`src/rtl/wb_trace_collector.sv`:
```
// Register write-back trace collector: FIFO-buffers write-back events and
// streams each one out as a 5-byte record on a byte-wide valid/ready link.
module wb_trace_collector #(
    parameter int DATA_W     = 32,
    parameter int RF_ADDRESS = 5,
    parameter int DEPTH      = 8,
    parameter int CNT_W      = 8,
    localparam int AW        = $clog2(DEPTH)
) (
    input  logic                  clk,
    input  logic                  reset_n,
    input  logic                  reg_write_sig,
    input  logic [RF_ADDRESS-1:0] reg_num,
    input  logic [DATA_W-1:0]     reg_data,
    input  logic                  trace_en,
    input  logic                  clear_drop,
    output logic [7:0]            tx_data,
    output logic                  tx_valid,
    input  logic                  tx_ready,
    output logic [AW:0]           fifo_level,
    output logic [CNT_W-1:0]      drop_cnt,
    output logic                  overflow
);
    localparam int ENT_W = RF_ADDRESS + DATA_W;

    typedef enum logic {S_IDLE, S_SEND} state_t;

    logic [ENT_W-1:0]  r_mem [DEPTH];
    logic [AW-1:0]     r_wr_ptr, r_rd_ptr;
    logic [AW:0]       r_level;
    logic [CNT_W-1:0]  r_drop;
    logic              r_ovf;
    state_t            r_state;
    logic [2:0]        r_idx;
    logic [DATA_W-1:0] r_data;
    logic [7:0]        r_tx_data;
    logic              r_tx_valid;

    logic [ENT_W-1:0]  w_head;
    logic              w_empty, w_full, w_last, w_pop, w_cap, w_push, w_drop;

    assign w_head  = r_mem[r_rd_ptr];
    assign w_empty = (r_level == '0);
    assign w_full  = (r_level == (AW+1)'(DEPTH));
    assign w_last  = (r_state == S_SEND) && tx_ready && (r_idx == 3'd4);
    // Pop only from registered state, so a fresh push is never bypassed.
    assign w_pop   = !w_empty && ((r_state == S_IDLE) || w_last);
    assign w_cap   = reg_write_sig && trace_en && (reg_num != '0);
    assign w_push  = w_cap && (!w_full || w_pop);
    assign w_drop  = w_cap && w_full && !w_pop;

    always_ff @(posedge clk) begin
        if (w_push)
            r_mem[r_wr_ptr] <= {reg_num, reg_data};
    end

    always_ff @(posedge clk or negedge reset_n) begin
        if (!reset_n) begin
            r_wr_ptr <= '0;
            r_rd_ptr <= '0;
            r_level  <= '0;
        end else begin
            if (w_push)
                r_wr_ptr <= r_wr_ptr + AW'(1);
            if (w_pop)
                r_rd_ptr <= r_rd_ptr + AW'(1);
            case ({w_push, w_pop})
                2'b10:   r_level <= r_level + (AW+1)'(1);
                2'b01:   r_level <= r_level - (AW+1)'(1);
                default: r_level <= r_level;
            endcase
        end
    end

    // A drop on the clearing edge leaves exactly one drop recorded.
    always_ff @(posedge clk or negedge reset_n) begin
        if (!reset_n) begin
            r_drop <= '0;
            r_ovf  <= 1'b0;
        end else if (clear_drop) begin
            r_drop <= w_drop ? CNT_W'(1) : '0;
            r_ovf  <= w_drop;
        end else if (w_drop) begin
            if (r_drop != '1)
                r_drop <= r_drop + CNT_W'(1);
            r_ovf <= 1'b1;
        end
    end

    always_ff @(posedge clk or negedge reset_n) begin
        if (!reset_n) begin
            r_state    <= S_IDLE;
            r_idx      <= '0;
            r_data     <= '0;
            r_tx_data  <= '0;
            r_tx_valid <= 1'b0;
        end else if (w_pop) begin
            r_state    <= S_SEND;
            r_idx      <= '0;
            r_data     <= w_head[DATA_W-1:0];
            r_tx_data  <= {3'b101, w_head[ENT_W-1 -: RF_ADDRESS]};
            r_tx_valid <= 1'b1;
        end else if (r_state == S_SEND && tx_ready) begin
            if (r_idx == 3'd4) begin
                r_state    <= S_IDLE;
                r_tx_data  <= '0;
                r_tx_valid <= 1'b0;
            end else begin
                r_idx     <= r_idx + 3'd1;
                r_tx_data <= r_data[{r_idx[1:0], 3'b000} +: 8];
            end
        end
    end

    assign tx_data    = r_tx_data;
    assign tx_valid   = r_tx_valid;
    assign fifo_level = r_level;
    assign drop_cnt   = r_drop;
    assign overflow   = r_ovf;
endmodule

```
`config.mk`:
```
export PLATFORM = sky130hd
export DESIGN_NAME = wb_trace_collector
export DESIGN_NICKNAME = d
export VERILOG_FILES = /design/src/rtl/wb_trace_collector.sv
export SDC_FILE = /design/constraint.sdc
export NUM_CORES = 1
export LEC_CHECK = 0
export BUFFER_PORTS_ARGS = -buffer_cell sky130_fd_sc_hd__buf_4
export CORE_ASPECT_RATIO = 1.1
export CORE_MARGIN = 8
export CORE_UTILIZATION = 40
export DETAILED_ROUTE_END_ITERATION = 8
export GPL_TIMING_DRIVEN = 0
export HOLD_SLACK_MARGIN = 0.1
export SLEW_MARGIN = 15
export SYNTH_ARGS = -nofsm -noshare
export SYNTH_HDL_FRONTEND = slang
export SYNTH_SLANG_ARGS = --single-unit
```
`constraint.sdc`:
```
create_clock -name clk -period 7.2 [get_ports clk]
set_clock_uncertainty 0.05 [all_clocks]
set_input_delay 1.44 -clock clk [delete_from_list [all_inputs] [get_ports clk]]
set_output_delay 1.44 -clock clk [all_outputs]
set_load 0.05 [all_outputs]
```
== Yosys cells after proc, flatten, opt, wreduce, memory -nomap -nowiden ==
Memories as Yosys holds them, arrays and structs flattened.
Cells that the tools add are included.
Widths: inputs -> output; s select.

* Memories: 1
* Register bits after elaboration: 63
* Memory bits (writable): 296
* Bits of input ports: 43
* Output and inout port bits: 22
* Logic and storage cells: 65

* Bitwise gates (word level): 1
* Add/sub/neg operators: 6
* Shift-type cells: 1
* Equal/unequal tests: 6
* Muxes and demuxes: 18
* Reduce and logical (&&, ||, !) cells: 23

{| class="wikitable"
|+ Memories
! name !! depth !! width !! rd ports !! clocked after memory_dff !! wr ports !! line !! text
|-
| r_mem || 8 || 37 || 1 || 0 || 1 || 28 || <nowiki>logic [ENT_W-1:0] r_mem [DEPTH];</nowiki>
|}

{| class="wikitable"
|+ Operator list
! cell !! count
|-
| $mux 8 || 6
|-
| $shiftx 32x6->8 || 1
|-
| $reduce_bool 2->1 || 5
|-
| $add 3x1->3 const B || 3
|-
| $mux 3 || 3
|-
| $add 8x1->8 const B || 1
|-
| $logic_and 1x1->1 || 8
|-
| $mux 1 || 8
|-
| $ne 8x8->1 const B || 1
|-
| $pmux 4 s2 || 1
|-
| $reduce_and 2->1 || 3
|-
| $reduce_bool 5->1 || 1
|-
| $add 4x1->4 const B || 1
|-
| $eq 4x4->1 const B || 1
|-
| $logic_not 4->1 || 1
|-
| $sub 4x1->4 const B || 1
|-
| $eq 3x3->1 const B || 1
|-
| $logic_not 1->1 || 3
|-
| $eq 2x1->1 const B || 1
|-
| $eq 2x2->1 const B || 1
|-
| $logic_or 1x1->1 || 2
|-
| $ne 2x2->1 const B || 1
|-
| $not 1->1 || 1
|}

== Logic depth before layout (Yosys ltp) ==
* Depth in word-level cells: 8
* Mapped depth: 13

== Least setup slack after synthesis ==
No wires, ideal clock.

* Path kind: in2reg
* From: input port reg_num[0]
* To: memory r_mem[0][0] in the netlist's numbering, enable pin
* Setup time: 0.523 ns
* Path slack: 1.132 ns
* Buffers on the path: 1
* Arrival time: 5.494 ns
* Stages: 5
* Path through: or4_4 o211ai_4 nand2b_1 buf_2 nor4_1

* Word-level cells in the longest chain between the ends: 5

{| class="wikitable"
|+ Ends and longest elaborated chain
! element !! line !! text
|-
| start: declaration || 13 || <nowiki>input logic [RF_ADDRESS-1:0] reg_num,</nowiki>
|-
| $reduce_bool 5->1 || 48 || <nowiki>assign w_cap = reg_write_sig && trace_en && (reg_num != '0);</nowiki>
|-
| $logic_and 1x1->1 || 48 ||
|-
| $logic_and 1x1->1 || 49 || <nowiki>assign w_push = w_cap && (!w_full || w_pop);</nowiki>
|-
| $mux 1 || 53 || <nowiki>if (w_push)</nowiki>
|-
| $mux 1 (implied by the code) || 54 || <nowiki>r_mem[r_wr_ptr] <= {reg_num, reg_data};</nowiki>
|-
| end: declaration || 28 ||
|}

Every way passes these cells.

== Worst setup path in the final report ==
* From: input port reg_num[0]
* To: memory r_mem[0][14] in the netlist's numbering, enable pin

The elaborated chain is that of the path after synthesis.

==> metrics <==
Worst setup SP type=input port; yosys warns=0; Core Rows=72; Mapped Avg Cell Area=19.7 um^2; Worst Reg-to-Reg Cells=13; Post-CTS Setup Bufs=0; worst-margin pin slew=891 ps; Pre-antenna DRT Iters=5; pin count of the biggest net entering global routing=64; Max Freq=291 MHz; post-synth top area share=0.632; die width=195 um; time the worst path needs with I/O delays and setup=3440 ps; Worst Hold Launch=r_idx[2]; Die Span Y=213 um; dpl hpwl=20200 um; HP Class=reg2reg; R2R Path Start=r_idx[1]; Async SR Flop Fraction=0.175; GPL Wtd Cong=0.758; Die Area=0.0414 mm^2; Mapped Area=0.0141 mm^2; Synth area leader=edfxtp_1; final setup TNS=0 ps; Most used DFF post-synth=edfxtp_1; vias post-DR=7075; CTS Sinks=359; CP Capture Type=register; vias in the first global route=7409; layout cells sized above 1=0.301; Pins Over Slew Limit=0; CTS Root Cell=clkbuf_16; DRC viols=0; cts repair resizes=0; core footprint=0.0349 mm^2; Synth Instances=714; Rel. slew slack=0.406; Clk pin slew, worst setup/hold paths=60 ps; Worst Path Arrival=3670 ps; Port Buf Inserts=64; part of the cycle the worst path needs=0.478; r2r endpoint=fifo_level[3]; Worst Path Required=7420 ps; final net count=903; CTS Buffer Depth=3; n_diodes=0; Setup violations, final=0; IO Pins=65; Hold Crit Endpoint=r_idx[2]; synth top area cells=edfxtp_1 63%, mux4_2 13%, dfrtp_1 11%; Lkg Pwr=5.64 nW; Netlist cell types=47; area grow syn2layout=18.3%; Routed WL=30200 um; iteration-0 DRC count of the detailed router=533; status=completed; number of synthesized flops with an enable pin=296; register area share after synthesis=0.745; Placed Area=0.0155 mm^2; total track usage=0.148; Power per Cell Area=371 mW/mm^2; post-route ant nets=0; CTS tree=yes; RSZ-0062 raised after global routing=no; post-layout instance area=0.0166 mm^2; first-pass GRT wire length=46400 um; Worst-Skew Late Latency=520 ps; WHS=471 ps; Overflow after GRT=0; Max-Cap Viols=0; Via-to-Cell Ratio=5.37; crit path kind=in2reg; final-report hold violation count=0; WL per Instance=22.9 um; CP max FO=9; post-synthesis register bit count=359; Mapped Nets=765; initial antenna violation count=0; htree depth=2; Hold Path Depth=1; Max VDD drop=0.247 mV; initial core utilization=0.403; Hold-fix buffers, CTS=0; worst reg-to-reg setup slack=3890 ps; Num CTS Buffers=37
[metrics by stage]
stage	power, mW	instances	util	setup WS [ps]
global placement	4.40	1222	0.433	-3040
detailed placement	4.45	1257	0.445	3220
global route	6.45	1318	0.477	3670
CTS	6.25	1318	0.477	3760
finish	6.17	1318	0.477	3760
floorplan	3.85	714	-	1130
[state kept, by name (all words and copies together), names as in the netlist]
name,cells
drop_cnt,8
fifo_level,4
overflow,1
r_data,32
r_idx,3
r_mem,296
r_rd_ptr,3
r_wr_ptr,3
tx_data,8
tx_valid,1
[cells in the final DEF, fill, tap and decap left out, types with 2 or more instances in the layout]
cell type  synthesis  final
ha_1               7      7
mux2i_1           39     39
nor4b_1            2      2
inv_1              7      7
nand2b_1           3      3
clkinv_2           0      4
nand2_1           22     22
buf_4              0     82
nor2_1            42     39
xor2_1             2      2
clkbuf_8           0      2
nor4_1             5      4
nor3_2             0      4
buf_6              1      9
buf_16             0      3
nand3_1            8      8
clkinv_1           0      5
nor3_1             6      2
a22o_1             3      3
a22oi_1            6      6
clkbuf_16          0     39
nor2b_1            2      2
buf_1              4      4
clkbuf_1          16     23
xnor2_1            9      9
nor2_4             0      3
mux4_2            82     82
edfxtp_1         296    296
o21ai_0           13     13
a21oi_1           39     39
dfrtp_1           63     63
buf_12             0      2
buf_2             14     18
[how the worst max path moves through the flow]
stage          startpoint       endpoint  slack (ps)  cells past startpoint
2_1_floorplan  reg_num[0]    r_mem[0][0]        1130                      5
6_report       reg_num[0]   r_mem[0][14]        3760                     10
4_1_cts        reg_num[0]   r_mem[0][15]        3760                     10
3_5_place_dp   reg_num[0]   r_mem[0][12]        3220                     10
3_3_place_gp   reg_num[3]   r_mem[0][12]       -3040                      6
5_1_grt          r_idx[1]  fifo_level[3]        3670                     13
[critical path, cell delays in order]
cell	delay, ps
buf_4	140
or4_4	580
o211ai_4	290
nand2b_1	140
buf_2	230
nor4_2	60
buf_2	200
buf_2	210
buf_4	190
buf_4	160
[cells by family (layout without fill, tap and decap cells)]
kind of cell / count (synthesis) / in the layout / synth area share
simple gates: 102 / 102 / 0.0370
fa+ha+maj: 8 / 8 / 0.00766
buf+inv: 42 / 202 / 0.0130
compound gates: 69 / 69 / 0.0296
flops: 359 / 359 / 0.745
xor+xnor: 11 / 11 / 0.00686
mux: 123 / 123 / 0.161
[power by group]
part | leakage [nW] | total (mW) | internal, mW | switching [mW]
sequential | 3.39 | 2.67 | 2.52 | 0.153
clock | 0.552 | 1.80 | 1.04 | 0.755
combinational | 1.70 | 1.71 | 0.757 | 0.949
[cells in the mapped netlist (2+ instances only)]
cell / count
nor2_1: 42
buf_1: 4
xnor2_1: 9
mux2i_1: 39
nor4b_1: 2
edfxtp_1: 296
clkbuf_1: 16
nor3_1: 6
a21oi_1: 39
nand2_1: 22
a22oi_1: 6
mux4_2: 82
buf_2: 14
inv_1: 7
dfrtp_1: 63
nor4_1: 5
nor2b_1: 2
ha_1: 7
nand2b_1: 3
a22o_1: 3
o21ai_0: 13
xor2_1: 2
nand3_1: 8
[layout make-up]
type | count | area (um^2)
buffer | 35 | 156
clock buffer | 48 | 1030
clock inverter | 13 | 96.3
fill | 2871 | 18200
inverter | 7 | 26.3
multi-input combinational | 313 | 3450
sequential | 359 | 10500
tap | 444 | 556
timing repair buffer | 99 | 848
[metal layers]
layer / GRT usage / vias up / wire length, um
met2: 0.240 / 201 / 14400
met5: 0 / - / 0
met3: 0.0304 / 37 / 1760
li1: - / 3134 / -
met4: 0.0372 / 0 / 513
met1: 0.203 / 3703 / 13500
No activity file was read; power rests on OpenSTA's default activity.
